[src/rtl/step_pulse_gen_if.sv]
// Step request / step enable bundle between a button or slow level source and step_pulse_gen.
interface step_pulse_gen_if;
  localparam int unsigned STEP_CNT_W = 16;

  logic                  btn_in;
  logic                  run_mode;
  logic                  step_out;
  logic [STEP_CNT_W-1:0] step_count;
  logic                  btn_state;

  modport master (
    output btn_in,
    output run_mode,
    input  step_out,
    input  step_count,
    input  btn_state
  );

  modport slave (
    input  btn_in,
    input  run_mode,
    output step_out,
    output step_count,
    output btn_state
  );
endinterface

[src/rtl/step_pulse_gen.sv]
// Debounced single-step / free-running step enable generator for the multicycle CPU.
// Optional hold-to-repeat stepping is built when STEP_AUTOREPEAT_EN is defined.
module step_pulse_gen #(
  parameter int unsigned DEBOUNCE_CYCLES = 1000000,
  parameter int unsigned RUN_PERIOD      = 50000000,
  parameter int unsigned REPEAT_PERIOD   = 12500000,
  parameter int unsigned CNT_W           = 32
) (
  input  logic             CLK_in,
  input  logic             RST,
  step_pulse_gen_if.slave  bus
);

  localparam int unsigned STEP_CNT_W = 16;
  localparam logic [CNT_W-1:0] DB_LAST  = CNT_W'(DEBOUNCE_CYCLES - 1);
  localparam logic [CNT_W-1:0] RUN_LAST = CNT_W'(RUN_PERIOD - 1);
  localparam logic [CNT_W-1:0] CNT_ONE  = CNT_W'(1);

  if (DEBOUNCE_CYCLES < 2 || RUN_PERIOD < 2 || REPEAT_PERIOD < 2) begin : g_param_chk
    $error("step_pulse_gen: DEBOUNCE_CYCLES, RUN_PERIOD and REPEAT_PERIOD must be >= 2");
  end

  typedef enum logic [1:0] {
    S_IDLE       = 2'd0,
    S_PRESS_WAIT = 2'd1,
    S_HELD       = 2'd2,
    S_REL_WAIT   = 2'd3
  } state_t;

  logic                  sync1_q;
  logic                  sync2_q;
  state_t                state_q;
  state_t                state_nxt;
  logic [CNT_W-1:0]      db_cnt_q;
  logic [CNT_W-1:0]      db_cnt_nxt;
  logic [CNT_W-1:0]      run_cnt_q;
  logic [CNT_W-1:0]      run_cnt_nxt;
  logic                  press_accept_c;
  logic                  run_pulse_c;
  logic                  rep_pulse_c;
  logic                  step_nxt;
  logic                  btn_state_nxt;
  logic                  step_q;
  logic [STEP_CNT_W-1:0] step_count_q;
  logic                  btn_state_q;

  // Two-flop synchronizer for the asynchronous request
  always_ff @(posedge CLK_in) begin
    if (RST) begin
      sync1_q <= 1'b0;
      sync2_q <= 1'b0;
    end else begin
      sync1_q <= bus.btn_in;
      sync2_q <= sync1_q;
    end
  end

  // Debounce FSM state register
  always_ff @(posedge CLK_in) begin
    if (RST) begin
      state_q  <= S_IDLE;
      db_cnt_q <= '0;
    end else begin
      state_q  <= state_nxt;
      db_cnt_q <= db_cnt_nxt;
    end
  end

  // Debounce FSM next state; a level change must persist DEBOUNCE_CYCLES more edges
  always_comb begin
    state_nxt      = state_q;
    db_cnt_nxt     = db_cnt_q;
    press_accept_c = 1'b0;
    case (state_q)
      S_IDLE: begin
        if (sync2_q) begin
          state_nxt  = S_PRESS_WAIT;
          db_cnt_nxt = '0;
        end
      end
      S_PRESS_WAIT: begin
        if (!sync2_q) begin
          state_nxt = S_IDLE;
        end else if (db_cnt_q == DB_LAST) begin
          state_nxt      = S_HELD;
          press_accept_c = 1'b1;
        end else begin
          db_cnt_nxt = db_cnt_q + CNT_ONE;
        end
      end
      S_HELD: begin
        if (!sync2_q) begin
          state_nxt  = S_REL_WAIT;
          db_cnt_nxt = '0;
        end
      end
      S_REL_WAIT: begin
        if (sync2_q) begin
          state_nxt = S_HELD;
        end else if (db_cnt_q == DB_LAST) begin
          state_nxt = S_IDLE;
        end else begin
          db_cnt_nxt = db_cnt_q + CNT_ONE;
        end
      end
      default: begin
        state_nxt  = S_IDLE;
        db_cnt_nxt = '0;
      end
    endcase
  end

  // Free-running period counter, parked at zero outside run mode
  always_comb begin
    run_pulse_c = 1'b0;
    run_cnt_nxt = '0;
    if (bus.run_mode) begin
      if (run_cnt_q == RUN_LAST) begin
        run_pulse_c = 1'b1;
      end else begin
        run_cnt_nxt = run_cnt_q + CNT_ONE;
      end
    end
  end

`ifdef STEP_AUTOREPEAT_EN
  localparam logic [CNT_W-1:0] REP_LAST = CNT_W'(REPEAT_PERIOD - 1);

  logic [CNT_W-1:0] rep_cnt_q;
  logic [CNT_W-1:0] rep_cnt_nxt;

  // Repeat timer runs only while held in single-step mode; cleared everywhere else
  always_comb begin
    rep_pulse_c = 1'b0;
    rep_cnt_nxt = '0;
    if (state_q == S_HELD && !bus.run_mode) begin
      if (rep_cnt_q == REP_LAST) begin
        rep_pulse_c = 1'b1;
      end else begin
        rep_cnt_nxt = rep_cnt_q + CNT_ONE;
      end
    end
  end

  always_ff @(posedge CLK_in) begin
    if (RST) begin
      rep_cnt_q <= '0;
    end else begin
      rep_cnt_q <= rep_cnt_nxt;
    end
  end
`else
  assign rep_pulse_c = 1'b0;
`endif

  // Output decode; sources are mutually exclusive through run_mode and FSM state
  always_comb begin
    step_nxt      = run_pulse_c | (press_accept_c & ~bus.run_mode) | rep_pulse_c;
    btn_state_nxt = (state_nxt == S_HELD) || (state_nxt == S_REL_WAIT);
  end

  always_ff @(posedge CLK_in) begin
    if (RST) begin
      run_cnt_q    <= '0;
      step_q       <= 1'b0;
      step_count_q <= '0;
      btn_state_q  <= 1'b0;
    end else begin
      run_cnt_q   <= run_cnt_nxt;
      step_q      <= step_nxt;
      btn_state_q <= btn_state_nxt;
      if (step_nxt) begin
        step_count_q <= step_count_q + STEP_CNT_W'(1);
      end
    end
  end

  assign bus.step_out   = step_q;
  assign bus.step_count = step_count_q;
  assign bus.btn_state  = btn_state_q;

endmodule

[src/flat_wrapper.sv]
// flat-port wrapper written by rule: the top's interface ports become plain ports
module step_pulse_gen_flat 
#(
  parameter int unsigned DEBOUNCE_CYCLES = 1000000,
  parameter int unsigned RUN_PERIOD      = 50000000,
  parameter int unsigned REPEAT_PERIOD   = 12500000,
  parameter int unsigned CNT_W           = 32
)
  (CLK_in, RST, bus_btn_in, bus_run_mode, bus_step_out, bus_step_count, bus_btn_state);
  step_pulse_gen_if bus_i ();
  input  logic CLK_in;
  input  logic RST;
  input wire logic [$bits(bus_i.btn_in)-1:0] bus_btn_in;
  input wire logic [$bits(bus_i.run_mode)-1:0] bus_run_mode;
  output wire logic [$bits(bus_i.step_out)-1:0] bus_step_out;
  output wire logic [$bits(bus_i.step_count)-1:0] bus_step_count;
  output wire logic [$bits(bus_i.btn_state)-1:0] bus_btn_state;
  assign bus_i.btn_in = bus_btn_in;
  assign bus_i.run_mode = bus_run_mode;
  assign bus_step_out = bus_i.step_out;
  assign bus_step_count = bus_i.step_count;
  assign bus_btn_state = bus_i.btn_state;
  step_pulse_gen #(.DEBOUNCE_CYCLES(DEBOUNCE_CYCLES), .RUN_PERIOD(RUN_PERIOD), .REPEAT_PERIOD(REPEAT_PERIOD), .CNT_W(CNT_W)) u_core (.CLK_in(CLK_in), .RST(RST), .bus(bus_i));
endmodule
[config.mk]
export PLATFORM = sky130hd
export DESIGN_NAME = step_pulse_gen_flat
export DESIGN_NICKNAME = d
export VERILOG_FILES = /design/src/rtl/step_pulse_gen_if.sv /design/src/rtl/step_pulse_gen.sv /design/src/flat_wrapper.sv
export SDC_FILE = /design/constraint.sdc
export NUM_CORES = 1
export LEC_CHECK = 0
export CORE_MARGIN = 1.5
export CORE_UTILIZATION = 61
export CTS_CLUSTER_SIZE = 12
export DETAILED_ROUTE_END_ITERATION = 10
export MAX_ROUTING_LAYER = met4
export PLACE_DENSITY = 0.86
export SYNTH_ARGS = -nofsm -noshare
export SYNTH_HDL_FRONTEND = slang
export SYNTH_SLANG_ARGS = --single-unit
[constraint.sdc]
create_clock -name CLK_in -period 5.3 [get_ports CLK_in]
set_input_delay 0.53 -clock CLK_in [delete_from_list [all_inputs] [get_ports CLK_in]]
set_output_delay 0.53 -clock CLK_in [all_outputs]
set_load 0.005 [all_outputs]
# [Word level (Yosys, flattened, before mapping)]
# Cells that the tools add are included.
[word_totals] output_inout_bits=18 mem_bits_ro=0 latch_bits=0 input_bits=4 mem_bits_rw=0 register_bits=86 elab_cells=47 mem_count=0
[classes] bitwise=3 mux=18 add_sub_neg=3 n_shift=0 div_mod_pow=0 eq_ne=11 n_lt_le_gt_ge=0 mul=0 n_reduce_logical=4
[ops] op="two-way mux 32 bit" count=5
[ops] op="one-hot mux 32 bit (4 select lines)" count=1
[ops] op="adder 32 x 1 -> 32 bit, second input constant" count=2
[ops] op="equality test 32 x 20 -> 1 bit, second input constant" count=1
[ops] op="equality test 32 x 26 -> 1 bit, second input constant" count=1
[ops] op="adder 16 x 1 -> 16 bit, second input constant" count=1
[ops] op="two-way mux 2 bit" count=6
[ops] op="equality test 2 bit, second input constant" count=4
[ops] op="one-hot mux 2 bit (4 select lines)" count=1
[ops] op="two-way mux 1 bit" count=5
[ops] op="inequality test 2 x 1 -> 1 bit, second input constant" count=2
[ops] op="inequality test 2 bit, second input constant" count=2
[ops] op="AND reduction 4 bit" count=1
[ops] op="OR reduction 3 bit" count=1
[ops] op="equality test 2 x 1 -> 1 bit, second input constant" count=1
[ops] op="logical NOT 2 bit" count=1
[ops] op="AND 1 bit" count=1
[ops] op="logical OR 1 bit" count=1
[ops] op="NOT 1 bit" count=1
[ops] op="OR 1 bit" count=1

# [Depth between registers and ports, before layout]
[logic_depth] word_depth=6 depth_mapped=8 ltp_nobuf=6

# [Worst setup path before layout]
# OpenSTA, ideal clock, no wires.
[synth_timing] kind="reg2reg" start="register u_core.run_cnt_q[20]" end="register u_core.step_count_q[14] (netlist: u_core.bus.step_count[14])" setup_slack_ns=2.969 stages_incl_launch_ff=8 arrival_ns=2.207 n_path_buf=2 required_time_ns=5.177 synth_period_minus_slack_ns=2.331 setup_ns=0.123 path_cell_list="dfxtp_1 -> nand4_2 -> or4_4 -> or4_4 -> buf_6 -> buf_6 -> a21oi_2 -> mux2_1"
[synth_via] elab_chain_len=4
[synth_lines] item="start, declared" line_no="step_pulse_gen.sv:36" rtl="logic [CNT_W-1:0] run_cnt_q;"
[synth_lines] item="start signal, assigned" line_no="step_pulse_gen.sv:169" rtl="run_cnt_q <= run_cnt_nxt;"
[synth_lines] item="equality test 32 x 26 -> 1 bit" line_no="step_pulse_gen.sv:118" rtl="if (run_cnt_q == RUN_LAST) begin"
[synth_lines] item="two-way mux 1 bit" line_no="step_pulse_gen.sv:118"
[synth_lines] item="two-way mux 1 bit" line_no="step_pulse_gen.sv:117" rtl="if (bus.run_mode) begin"
[synth_lines] item="OR 1 bit" line_no="step_pulse_gen.sv:158" rtl="step_nxt = run_pulse_c | (press_accept_c & ~bus.run_mode) | rep_pulse_c;"
[synth_lines] item="end signal, assigned" line_no="step_pulse_gen.sv:173" rtl="step_count_q <= step_count_q + STEP_CNT_W'(1);"
[synth_lines] item="end, declared" line_no="step_pulse_gen.sv:44" rtl="logic [STEP_CNT_W-1:0] step_count_q;"
# Every way passes these cells.
# A chain may end at the register's enable or synchronous reset.

# [Worst setup path in the final report]
[layout_timing] start="register u_core.run_cnt_q[20]" end="register u_core.run_cnt_q[14]"
[layout_via] elab_chain_len=2
[layout_lines] item="equality test 32 x 26 -> 1 bit" line_no="step_pulse_gen.sv:118"
[layout_lines] item="OR reduction 3 bit (no line)"
# Every way passes these cells.

==> impl_results.md <==
* Fmax at 0.3751 GHz
* Fraction of layout cells with a size suffix above 1 at between 7 and 8%
* I/O pin cnt at 22
* GRT Util Overall at 26.54%
* Clk_lat worst skew at ~0.37 ns
* Die area at roughly 7600 um^2
* Synth Cell Area at approximately 4300 um^2
* Util after Layout at a little over two thirds
* Post-synth cell types at 42
* Setup bufs post-CTS at 0
* Synth Area in Compound Gates at between 8 and 9%
* Pwr dens at about 240 nW/um^2
* R2r worst-path depth at 5
* Avg WL per Cell at ~15 um
* Critical Path AT at roughly 2.9 ns
* Number of global-route vias before repair at 3,430
* Reg-to-reg critical path endpoint: u_core.run_cnt_q[14]
* Post-synth top area share at ~40%
* Post-synth EDFFs at 0
* Initial antenna violation count at 0
* Via density at about 6
* Period utilization at 50.30%
* Highest net fanout along the worst path at 32
* Drc violations at 0
* Post-Synth Adder-Cell Area at less than 1%
* CP required at between 5 and 6 ns
* Crit path from: u_core.run_cnt_q[20]
* Row count at 30
* Top cells by area, synth: dfxtp_1, xor2_1, nor2_1, nand3_1, nand4_1
* Hold buffer count at cts at 0
* Register-to-register setup slack at 2.63 ns
* Antenna Nets Post-Route at 0
* Total gr overflow at 0
* Post-Synthesis Cells at around 500
* RSZ-0062 raised after global routing: no
* Min cycle time layout at approximately 2.7 ns
* Seq/Total Area, Yosys at between 30% and 40%
* Clk_skew at approximately 0.013 ns
* Max Cap Viol at 0
* Post-synthesis average cell area at approximately 8.4 um^2
* Slowest stage delay, CP at 0.80 ns
* Sink Count at 86
* Clock-pin slew on the worst setup and hold paths at ~0.10 ns
* Core ar. at roughly 7000 um^2
* WL final at roughly 9.4 mm
* Max-slew headroom at a little over a fifth
* CTS max path bufs at 2
* Hold Crit Class: reg -> reg
* Final Slew Violations at 0
* Worst Setup End Kind: flip-flop
* Routed vias at roughly 3,800
* Async SR Flop Fraction at 0%
* Die H at between 80 and 90 um
* Final Hold Fails at 0
* Initial detailed-routing violation count at between 300 and 400
* Largest net degree at the start of global routing at 47
* Worst reg2reg startpoint: u_core.run_cnt_q[20]
* CP Class: reg -> reg
* Filler cell count at 543
* Synth Area in Simple Gates at about a third
* Synth warn at 0
* Post-CTS sizing at 0
* Post-DP HPWL at approximately 6.4 mm
* Initial Util at 63.19%
* Peak VDD IR at about 160 uV
* First-pass GRT wire length at approximately 16 mm
* Input/output buffers at 21
* Cell taking the most area after synthesis: dfxtp_1
* Synthesized net count at ~520
* Critical Path End: u_core.run_cnt_q[14]
* Final GP Congestion at ~0.95
* Slowest cell on crit path: nand3_1
* TritonCTS Buffers at 9
* Most used DFF post-synth: dfxtp_1
* Main combinational cell family by area after synthesis: simple AND/OR/NAND/NOR gates
* Die boundary width at 87.12 um
* Max H-tree Level at 3
* Total Neg Setup Slack at 0 ns
* Setup crit start kind: flip-flop
* Area Overhead vs Synth at 10.67%
* Fraction of synthesized area in multiplexers at about 3.9%
* Static leakage at around 1.5 nW
* Root Buffer: clkbuf_8
* Worst Max-Slew Pin Slew at approximately 1.2 ns
* Final Setup Violations at 0
* Nets at 537
* Initial DRT Pass Iterations at 5
* Yosys reg bits at between 80 and 90
* Crit-path cells: nand4_2 > or4_4 > or4_1 > nand3_1 > nor2_1
* XOR/XNOR Fraction of Synth Area at under 10%
* CTS tree: done
* Run status: complete, no violations
* N_diodes at 0
## per-layer routing
metal	vias to the layer above	track usage [%]	part of all wire (%)
met1	1838	35.52	46
met5	-	-	0
met2	107	40.73	47
li1	1883	-	-
met4	0	10.68	1.5
met3	17	3.602	4.8
## where the power goes
| part | internal [W] | leakage, nW | total [W] | switching (W) |
|---|---|---|---|---|
| sequential | 0.000648 | 0.693 | 0.000650 | 0.00000235 |
| combinational | 0.00000807 | 0.760 | 0.0000280 | 0.0000199 |
| clock | 0.000191 | 0.0954 | 0.000449 | 0.000258 |
## cells in the mapped netlist, types with 2 or more instances
cell      number
and2_1         4
o31ai_1        4
clkbuf_1      12
buf_2          2
nand2_1       30
and3_1        11
or4_4          2
nor4b_1        8
nor3_1        12
xnor2_1       10
nor4_2         3
nand4_1       28
nor2b_1       16
o211ai_1       2
xor2_1        35
buf_6          2
nor2_1        77
o21ai_0       14
inv_1         12
nor4_1        10
or4_1          8
mux2_1         9
a21oi_1       24
a21oi_2        8
dfxtp_1       86
buf_1          3
ha_1           3
o32ai_1        4
mux2_2         5
and4_1         6
o41ai_1        2
or3_1         11
nand3_1       42
## final cells by class
cell class	instances	area, um^2	share of cell area, %
clock buffer	10	137.6	2.881
tap	96	120.1	2.514
inverter	12	45.04	0.9429
multi-input combinational	397	2466	51.62
timing repair buffer	24	232.7	4.872
sequential	86	1722	36.04
clock inverter	6	53.80	1.126
## kinds of logic after synthesis
logic type               Yosys count
XOR/XNOR                          45
flip-flops                        86
buffers and inverters             31
AND/OR/NAND/NOR                  273
adder cells (fa/ha/maj)            3
multiplexers                      15
AO/OA/AOI/OAI                     61
## stage by stage
| step | setup WS (ns) | hold slack (ns) | std cells | total power [W] | cell area [um^2] |
|---|---|---|---|---|---|
| floorplan | 2.969 | 0.4138 | 514 | 0.0006839 | 4317 |
| global placement | 2.600 | 0.4210 | 615 | 0.0006918 | 4586 |
| global route | 2.418 | 0.4626 | 631 | 0.001160 | 4777 |
| detailed placement | 2.500 | 0.4323 | 615 | 0.0006927 | 4586 |
| finish | 2.634 | 0.4519 | 631 | 0.001127 | 4777 |
| CTS | 2.620 | 0.4533 | 631 | 0.001131 | 4777 |
## state kept, by name (all words and copies together), names as in the netlist
name                   flops
u_core.run_cnt_q          32
u_core.bus.btn_state       1
u_core.sync1_q             1
u_core.bus.step_count     16
u_core.bus.step_out        1
u_core.state_q             2
u_core.db_cnt_q           32
u_core.sync2_q             1
## worst min-delay path by stage
stage,from,end,slack [ns],cells past startpoint
4_1_cts,u_core.sync1_q,u_core.sync2_q,0.45,1
3_5_place_dp,u_core.sync1_q,u_core.sync2_q,0.43,1
6_report,u_core.sync1_q,u_core.sync2_q,0.45,1
5_1_grt,u_core.sync1_q,u_core.sync2_q,0.46,1
2_1_floorplan,u_core.sync1_q,u_core.sync2_q,0.41,1
3_3_place_gp,u_core.sync1_q,u_core.sync2_q,0.42,1
## worst max-delay path, delay by kind of cell (launching register included)
family | cells | cell delay, ns
DFF | 1 | 0.42
and+or+nand+nor | 5 | 2.09
## cells in the final DEF (no fill, tap or decap), types with 2 or more instances in the layout
master / Yosys / final
buf_4: 0 / 3
clkdlybuf4s50_1: 0 / 21
and2_1: 4 / 4
a21oi_1: 24 / 24
xor2_1: 35 / 35
nand3_1: 42 / 42
inv_6: 0 / 2
nor2_1: 77 / 77
o21ai_0: 14 / 14
nor4_2: 3 / 3
nor4_1: 10 / 10
nor4b_1: 8 / 8
or4_1: 8 / 8
dfxtp_1: 86 / 86
o31ai_1: 4 / 3
and4_1: 6 / 6
nand4_1: 28 / 28
inv_1: 12 / 12
or3_1: 11 / 11
clkbuf_8: 0 / 10
nor3_1: 12 / 12
mux2_2: 5 / 5
nor2b_1: 16 / 16
and3_1: 11 / 11
nand2_1: 30 / 30
clkinv_4: 0 / 2
o32ai_1: 4 / 4
o41ai_1: 2 / 2
ha_1: 3 / 3
or4_4: 2 / 2
mux2_1: 9 / 9
xnor2_1: 10 / 10
o211ai_1: 2 / 2
a21oi_2: 8 / 8
Note: power is estimated with default switching activity, not from simulation.
